**src/rtl/multi_button_pkg.sv**
```systemverilog
// multi_button_pkg: shared types, default parameter values and a width helper
// for the front-panel button controller.
//   key_state_e : per-key FSM state (IDLE / HELD / REPEAT)
//   DEF_*       : default parameter values for the controller
//   cnt_width() : bits needed to hold a counter value 0..max_val
package multi_button_pkg;

    typedef enum logic [1:0] {
        KEY_IDLE   = 2'd0,
        KEY_HELD   = 2'd1,
        KEY_REPEAT = 2'd2
    } key_state_e;

    localparam int DEF_NUM_KEYS      = 4;
    localparam int DEF_NUM_SW        = 3;
    localparam int DEF_DBNC_CYCLES   = 65535;
    localparam int DEF_REPEAT_EN     = 1;
    localparam int DEF_REPEAT_DELAY  = 25_000_000;
    localparam int DEF_REPEAT_PERIOD = 5_000_000;

    function automatic int cnt_width(input int max_val);
        return (max_val < 1) ? 1 : $clog2(max_val + 1);
    endfunction

endpackage

```
**src/rtl/multi_button_if.sv**
```systemverilog
// multi_button_if: pin-side inputs and terminal-side outputs of the controller.
//   KEY, SW            : raw board pins (KEY active low)
//   CleanSWOut         : debounced switch levels
//   KEY_Reg / CMD_Reg  : held state per bank, active high
//   KEY_En / CMD_En    : press / repeat strobes per bank
//   key_state, key_mode: per-key FSM state and latched bank, for observation
// Handshake: KEY_En/CMD_En are single-cycle strobes with no ready/backpressure;
// the consumer must sample them every cycle. Reg outputs are levels.
interface multi_button_if #(
    parameter int NUM_KEYS = 4,
    parameter int NUM_SW   = 3
);
    logic [NUM_KEYS-1:0]      KEY;
    logic [NUM_SW-1:0]        SW;
    logic [NUM_SW-1:0]        CleanSWOut;
    logic [NUM_KEYS-1:0]      KEY_Reg;
    logic [NUM_KEYS-1:0]      CMD_Reg;
    logic [NUM_KEYS-1:0]      KEY_En;
    logic [NUM_KEYS-1:0]      CMD_En;
    logic [NUM_KEYS-1:0][1:0] key_state;
    logic [NUM_KEYS-1:0]      key_mode;

    modport master (
        output KEY, SW,
        input  CleanSWOut, KEY_Reg, CMD_Reg, KEY_En, CMD_En, key_state, key_mode
    );

    modport slave (
        input  KEY, SW,
        output CleanSWOut, KEY_Reg, CMD_Reg, KEY_En, CMD_En, key_state, key_mode
    );
endinterface

```
**src/rtl/key_channel.sv**
```systemverilog
// key_channel: one push-button: synchroniser, debouncer, press/repeat FSM,
// repeat timer and bank latch.
//   clk, rst_n       : clock, async active-low reset
//   key_n            : raw button pin, active low
//   mode_sw          : debounced mode switch (1 = CMD bank, 0 = KEY bank)
//   mode             : bank latched at press-accept
//   key_reg, cmd_reg : held state on the selected bank
//   key_en, cmd_en   : one-cycle press / repeat strobe on the selected bank
//   state            : FSM state
module key_channel
    import multi_button_pkg::*;
#(
    parameter int DBNC_CYCLES   = DEF_DBNC_CYCLES,
    parameter int REPEAT_EN     = DEF_REPEAT_EN,
    parameter int REPEAT_DELAY  = DEF_REPEAT_DELAY,
    parameter int REPEAT_PERIOD = DEF_REPEAT_PERIOD
) (
    input  logic       clk,
    input  logic       rst_n,
    input  logic       key_n,
    input  logic       mode_sw,
    output logic       mode,
    output logic       key_reg,
    output logic       cmd_reg,
    output logic       key_en,
    output logic       cmd_en,
    output key_state_e state
);
    localparam int TW = cnt_width((REPEAT_DELAY > REPEAT_PERIOD) ? REPEAT_DELAY : REPEAT_PERIOD);

    logic          level_n;
    logic          pressed;
    logic [TW-1:0] timer;

    // Reset level 1 = released, so a key held through reset is re-accepted
    // after a full debounce window.
    sync_debounce #(
        .DBNC_CYCLES (DBNC_CYCLES),
        .RESET_LEVEL (1'b1)
    ) u_dbnc (
        .clk   (clk),
        .rst_n (rst_n),
        .raw   (key_n),
        .level (level_n)
    );

    assign pressed = ~level_n;

    always_ff @(posedge clk or negedge rst_n) begin
        if (!rst_n) begin
            state   <= KEY_IDLE;
            timer   <= '0;
            mode    <= 1'b0;
            key_reg <= 1'b0;
            cmd_reg <= 1'b0;
            key_en  <= 1'b0;
            cmd_en  <= 1'b0;
        end else begin
            key_en <= 1'b0;
            cmd_en <= 1'b0;
            case (state)
                KEY_IDLE: begin
                    if (pressed) begin
                        // Bank is frozen here so a later switch flip cannot
                        // move a held key between banks.
                        state   <= KEY_HELD;
                        mode    <= mode_sw;
                        timer   <= TW'(REPEAT_DELAY);
                        key_reg <= ~mode_sw;
                        cmd_reg <= mode_sw;
                        key_en  <= ~mode_sw;
                        cmd_en  <= mode_sw;
                    end
                end
                KEY_HELD, KEY_REPEAT: begin
                    if (!pressed) begin
                        state   <= KEY_IDLE;
                        mode    <= 1'b0;
                        timer   <= '0;
                        key_reg <= 1'b0;
                        cmd_reg <= 1'b0;
                    end else if (timer != '0) begin
                        timer <= timer - TW'(1);
                    end else if (REPEAT_EN != 0) begin
                        state  <= KEY_REPEAT;
                        timer  <= TW'(REPEAT_PERIOD);
                        key_en <= ~mode;
                        cmd_en <= mode;
                    end
                end
                default: state <= KEY_IDLE;
            endcase
        end
    end
endmodule

```
**src/rtl/sync_debounce.sv**
```systemverilog
// sync_debounce: 2-FF synchroniser followed by a debouncer.
//   clk, rst_n : clock, async active-low reset
//   raw        : asynchronous input pin
//   level      : accepted (debounced) level, RESET_LEVEL while in reset
// The accepted level flips only after DBNC_CYCLES consecutive cycles in which
// the synchronised level differs from it; any agreeing cycle clears the count.
module sync_debounce
    import multi_button_pkg::*;
#(
    parameter int   DBNC_CYCLES = DEF_DBNC_CYCLES,
    parameter logic RESET_LEVEL = 1'b0
) (
    input  logic clk,
    input  logic rst_n,
    input  logic raw,
    output logic level
);
    localparam int CW = cnt_width(DBNC_CYCLES);

    logic          sync_1;
    logic          sync_2;
    logic [CW-1:0] cnt;

    always_ff @(posedge clk or negedge rst_n) begin
        if (!rst_n) begin
            sync_1 <= RESET_LEVEL;
            sync_2 <= RESET_LEVEL;
            level  <= RESET_LEVEL;
            cnt    <= '0;
        end else begin
            sync_1 <= raw;
            sync_2 <= sync_1;
            if (sync_2 == level) begin
                cnt <= '0;
            end else if (cnt == CW'(DBNC_CYCLES - 1)) begin
                // This cycle is the DBNC_CYCLES-th differing sample.
                level <= sync_2;
                cnt   <= '0;
            end else begin
                cnt <= cnt + CW'(1);
            end
        end
    end
endmodule

```
**src/rtl/multi_button_controller.sv**
```systemverilog
// multi_button_controller: front-panel input controller.
//   CLOCK_50 : system clock
//   RESET_N  : async active-low reset
//   bus      : pins in (KEY, SW) and terminal-side outputs (CleanSWOut,
//              KEY_Reg, CMD_Reg, KEY_En, CMD_En, plus FSM state / bank)
// One key_channel per key; switches share only the synchroniser/debouncer.
// SW[0] (debounced) selects the bank a key is routed to at press time.
module multi_button_controller
    import multi_button_pkg::*;
#(
    parameter int NUM_KEYS      = DEF_NUM_KEYS,
    parameter int NUM_SW        = DEF_NUM_SW,
    parameter int DBNC_CYCLES   = DEF_DBNC_CYCLES,
    parameter int REPEAT_EN     = DEF_REPEAT_EN,
    parameter int REPEAT_DELAY  = DEF_REPEAT_DELAY,
    parameter int REPEAT_PERIOD = DEF_REPEAT_PERIOD
) (
    input logic           CLOCK_50,
    input logic           RESET_N,
    multi_button_if.slave bus
);
    logic [NUM_SW-1:0]   clean_sw;
    logic [NUM_KEYS-1:0] mode;
    logic [NUM_KEYS-1:0] key_reg;
    logic [NUM_KEYS-1:0] cmd_reg;
    logic [NUM_KEYS-1:0] key_en;
    logic [NUM_KEYS-1:0] cmd_en;
    key_state_e          state [NUM_KEYS];

    for (genvar s = 0; s < NUM_SW; s++) begin : g_sw
        sync_debounce #(
            .DBNC_CYCLES (DBNC_CYCLES),
            .RESET_LEVEL (1'b0)
        ) u_sw (
            .clk   (CLOCK_50),
            .rst_n (RESET_N),
            .raw   (bus.SW[s]),
            .level (clean_sw[s])
        );
    end

    for (genvar i = 0; i < NUM_KEYS; i++) begin : g_key
        key_channel #(
            .DBNC_CYCLES   (DBNC_CYCLES),
            .REPEAT_EN     (REPEAT_EN),
            .REPEAT_DELAY  (REPEAT_DELAY),
            .REPEAT_PERIOD (REPEAT_PERIOD)
        ) u_key (
            .clk     (CLOCK_50),
            .rst_n   (RESET_N),
            .key_n   (bus.KEY[i]),
            .mode_sw (clean_sw[0]),
            .mode    (mode[i]),
            .key_reg (key_reg[i]),
            .cmd_reg (cmd_reg[i]),
            .key_en  (key_en[i]),
            .cmd_en  (cmd_en[i]),
            .state   (state[i])
        );
        assign bus.key_state[i] = state[i];
    end

    assign bus.CleanSWOut = clean_sw;
    assign bus.KEY_Reg    = key_reg;
    assign bus.CMD_Reg    = cmd_reg;
    assign bus.KEY_En     = key_en;
    assign bus.CMD_En     = cmd_en;
    assign bus.key_mode   = mode;
endmodule
```
**src/flat_wrapper.sv**
```systemverilog
// flat-port wrapper written by rule: the top's interface ports become plain ports
module multi_button_controller_flat import multi_button_pkg::*;
#(
    parameter int NUM_KEYS      = DEF_NUM_KEYS,
    parameter int NUM_SW        = DEF_NUM_SW,
    parameter int DBNC_CYCLES   = DEF_DBNC_CYCLES,
    parameter int REPEAT_EN     = DEF_REPEAT_EN,
    parameter int REPEAT_DELAY  = DEF_REPEAT_DELAY,
    parameter int REPEAT_PERIOD = DEF_REPEAT_PERIOD
)
  (CLOCK_50, RESET_N, bus_KEY, bus_SW, bus_CleanSWOut, bus_KEY_Reg, bus_CMD_Reg, bus_KEY_En, bus_CMD_En, bus_key_state, bus_key_mode);
  multi_button_if #(.NUM_KEYS(NUM_KEYS), .NUM_SW(NUM_SW)) bus_i ();
  input logic CLOCK_50;
  input logic RESET_N;
  input wire logic [$bits(bus_i.KEY)-1:0] bus_KEY;
  input wire logic [$bits(bus_i.SW)-1:0] bus_SW;
  output wire logic [$bits(bus_i.CleanSWOut)-1:0] bus_CleanSWOut;
  output wire logic [$bits(bus_i.KEY_Reg)-1:0] bus_KEY_Reg;
  output wire logic [$bits(bus_i.CMD_Reg)-1:0] bus_CMD_Reg;
  output wire logic [$bits(bus_i.KEY_En)-1:0] bus_KEY_En;
  output wire logic [$bits(bus_i.CMD_En)-1:0] bus_CMD_En;
  output wire logic [$bits(bus_i.key_state)-1:0] bus_key_state;
  output wire logic [$bits(bus_i.key_mode)-1:0] bus_key_mode;
  assign bus_i.KEY = bus_KEY;
  assign bus_i.SW = bus_SW;
  assign bus_CleanSWOut = bus_i.CleanSWOut;
  assign bus_KEY_Reg = bus_i.KEY_Reg;
  assign bus_CMD_Reg = bus_i.CMD_Reg;
  assign bus_KEY_En = bus_i.KEY_En;
  assign bus_CMD_En = bus_i.CMD_En;
  assign bus_key_state = bus_i.key_state;
  assign bus_key_mode = bus_i.key_mode;
  multi_button_controller #(.NUM_KEYS(NUM_KEYS), .NUM_SW(NUM_SW), .DBNC_CYCLES(DBNC_CYCLES), .REPEAT_EN(REPEAT_EN), .REPEAT_DELAY(REPEAT_DELAY), .REPEAT_PERIOD(REPEAT_PERIOD)) u_core (.CLOCK_50(CLOCK_50), .RESET_N(RESET_N), .bus(bus_i));
endmodule
```
**config.mk**
```make
export PLATFORM = sky130hd
export DESIGN_NAME = multi_button_controller_flat
export DESIGN_NICKNAME = d
export VERILOG_FILES = /design/src/rtl/multi_button_pkg.sv /design/src/rtl/multi_button_if.sv /design/src/rtl/key_channel.sv /design/src/rtl/sync_debounce.sv /design/src/rtl/multi_button_controller.sv /design/src/flat_wrapper.sv
export SDC_FILE = /design/constraint.sdc
export NUM_CORES = 1
export LEC_CHECK = 0
export CAP_MARGIN = 20
export CORE_MARGIN = 10
export CORE_UTILIZATION = 35
export CTS_BUF_LIST = sky130_fd_sc_hd__clkbuf_4 sky130_fd_sc_hd__clkbuf_8
export DETAILED_ROUTE_END_ITERATION = 6
export GPL_TIMING_DRIVEN = 0
export REMOVE_ABC_BUFFERS = 1
export SLEW_MARGIN = 30
export SYNTH_ARGS = -nofsm -noshare
export SYNTH_HDL_FRONTEND = slang
export SYNTH_SLANG_ARGS = --single-unit
```
**constraint.sdc**
```tcl
create_clock -name CLOCK_50 -period 3.7 [get_ports CLOCK_50]
set_clock_uncertainty 0.15 [all_clocks]
set_input_delay 1.11 -clock CLOCK_50 [delete_from_list [all_inputs] [get_ports CLOCK_50]]
set_output_delay 1.11 -clock CLOCK_50 [all_outputs]
set_load 0.02 [all_outputs]
```
==> results.yml <==
cts:
  numCtsBuffers: 49
  post_cts_buffers: 0
  cts_htree_levels: 2
  cts_sinks: 257
  clock_latency_ps: 620
  cts_tree: "built"
  ctsLongestPathBuffers: 3
  cts_hold_buf: 0
  cts-resized-gates: 0
  clk_pin_slew_worst_paths_ps: 60
  clockRootBuffer: "clkbuf_8"
yosys:
  synth.yosys.warnings: 0
  yosysMostFrequentCell: "dfrtp_1"
  synth-edff-count: 0
  netlist_area_sq_um: 13590
  synthTopCellsByArea: "dfrtp_1, nor2_1, xor2_1, nand2_1, o21ai_0"
  synth.avg_cell_area_sq_um: 9.078
  synth_cell_types: 74
  ys_seq_area_share_pct: 47.44
  synth.ff_latch_count: 257
  async_flop_share_pct: 100.0
  synth_top_cell_area_share_pct: 45.12
  ys_top_cells_by_count: "dfrtp_1, nor2_1, nand2_1"
  syn_inst: 1497
  ys.flop_type: "dfrtp_1"
  synth_top_cell_by_area: "dfrtp_1"
outcome:
  status: "finished clean"
power:
  p_leak_uw: 0.006421
  p_per_area_nw_per_um2: 382.0
  ir_worst_vdd_uv: 262.9
route:
  antenna_left: 0
  drtIter0Drc: 910
  wire_per_inst_microns: 14.74
  drc: 0
  first_pass_iters: 5
  routed_wl_microns: 30360
  detail_route.vias_per_cell: 5.255
  vias: 10820
floorplanning:
  dieHeight_microns: 217.0
  dieArea_sq_um: 47110
  rows: 72
  io_pins: 40
  coreArea_sq_um: 38560
  initial_core_util_pct: 35.24
  die_x_microns: 217.0
critical_path:
  crit_type: "reg2out"
  max_stage_delay_ps: 950
  cp-start-kind: "flop"
  critPathBufInv: 1
  crit_path_end_kind: "output port"
  crit_required_ps: 2440
  worstPathArrival_ps: 2310
  cp_top_family: "flip-flops"
  worstPathMaxFanout: 17
  cpMaxStageDelayCell: "dfrtp_1"
  worstPathCellList: "clkdlybuf4s50_1"
final_layout:
  diodes: 0
  syn2layout_area_growth_pct: 12.91
  drive_gt1_share_pct: 8.631
  fill_cells: 3898
  top_regs: "u_core.g_key.u_key.timer: 100 flops, u_core.g_key.u_key.u_dbnc.cnt: 64 flops, u_core.g_sw.u_sw.cnt: 48 flops"
  top_register: "u_core.g_key.u_key.timer"
  stdcell_count: 2059
  final_cell_area_sq_um: 15340
  fin_nets: 1544
  largest_reg_flops: 100
  utilization_pct: 39.79
sta:
  min_period_ps: 3574
  worst_slew_pin_slew_ps: 922.3
  setup_viol: 0
  max_freq_mhz: 279.8
  drv_slew: 0
  hold_viol: 0
  rsz0062_at_grt: "no"
  min_period_over_period_pct: 96.60
  maxSlewHeadroom_pct: 38.51
placed_design:
  dpl.cell_count: 1976
  gp_congestion: 0.8219
  hpwl_microns: 19690
  port_buffers: 39
  dpl-instance-area_sq_um: 14350
global_routing:
  antenna_found_initial: 0
  grt_pass1_vias: 10500
  grt_first_pass_wirelength_microns: 52450
  grt_overflow: 0
  grt_max_degree: 66
  grt_use_total_pct: 12.99
flow_run:
  drv_cap: 0
min_path:
  hp-class: "reg2reg"
==> report_power, final <==
| part | switching [uW] | internal [uW] |
|---|---|---|
| registers | 27.5 | 2840 |
| clock network | 1240 | 1620 |
| logic | 93.5 | 41.0 |
==> worst paths after layout <==
path | start | to | slack, ps | cells past startpoint
max | u_core.g_sw[0].u_sw.level | bus_CleanSWOut[0] | 130 | 1
min | u_core.g_key[2].u_key.u_dbnc.sync_1 | u_core.g_key[2].u_key.u_dbnc.sync_2 | 200 | 0
max reg2reg | u_core.g_key[2].u_key.state[0] | u_core.g_key[2].u_key.timer[12] | 510 | 7
min reg2reg | u_core.g_key[2].u_key.u_dbnc.sync_1 | u_core.g_key[2].u_key.u_dbnc.sync_2 | 200 | 0
max in group asynchronous | RESET_N | u_core.g_key[0].u_key.u_dbnc.level | 1930 | 4
min in group asynchronous | RESET_N | u_core.g_key[1].u_key.key_en | 220 | 1
==> routing by layer <==
layer	track usage, %	wire [microns]
met1	17.26	14380
met2	20.31	13700
met3	3.273	1569
met4	4.265	705
met5	0	0
==> cells by family after synthesis <==
group / Yosys count / share of synthesized area, %
xor+xnor: 112 / 7.218
buf+inv: 129 / 4.281
simple gates: 678 / 24.24
compound gates: 275 / 12.88
fa+ha+maj: 26 / 2.394
flops: 257 / 47.44
mux: 20 / 1.547
==> final cells by class <==
type | instances | area, sq um | area share (%)
Clock inverter | 8 | 70.07 | 0.4567
Tap cell | 518 | 648.1 | 4.224
Clock buffer | 75 | 907.1 | 5.912
Multi-Input combinational cell | 1111 | 6585 | 42.92
Inverter | 45 | 168.9 | 1.101
Sequential cell | 257 | 6446 | 42.01
Timing Repair Buffer | 45 | 518.0 | 3.376
==> layout by cell type, fill, tap and decap left out, drive strengths merged, types with 19 or more instances in the layout <==
master,synthesis,routed
nor3,51,51
clkdlybuf4s50,0,38
nand2b,22,22
xor2,66,66
o21ai,87,87
nand4,34,34
xnor2,46,46
inv,44,44
nor2,223,223
dfrtp,245,245
ha,26,26
or4,19,19
a21oi,63,63
clkbuf,55,75
nand2,142,142
nand3,73,73
a31oi,19,19
nor4,24,24
==> per-stage QoR <==
stage | hold slack (ps) | worst slack [ps] | TNS, ps | total power [uW]
2_1_floorplan | 181.2 | 692.3 | 0 | 2958
3_3_place_gp | 187.5 | -10250 | -2586770 | 3046
3_5_place_dp | 197.6 | 552.0 | 0 | 3061
4_1_cts | 179.7 | 76.20 | 0 | 5993
5_1_grt | 195.4 | 49.66 | 0 | 6150
6_report | 204.3 | 125.9 | 0 | 5861
No activity file was read; power rests on OpenSTA's default activity.
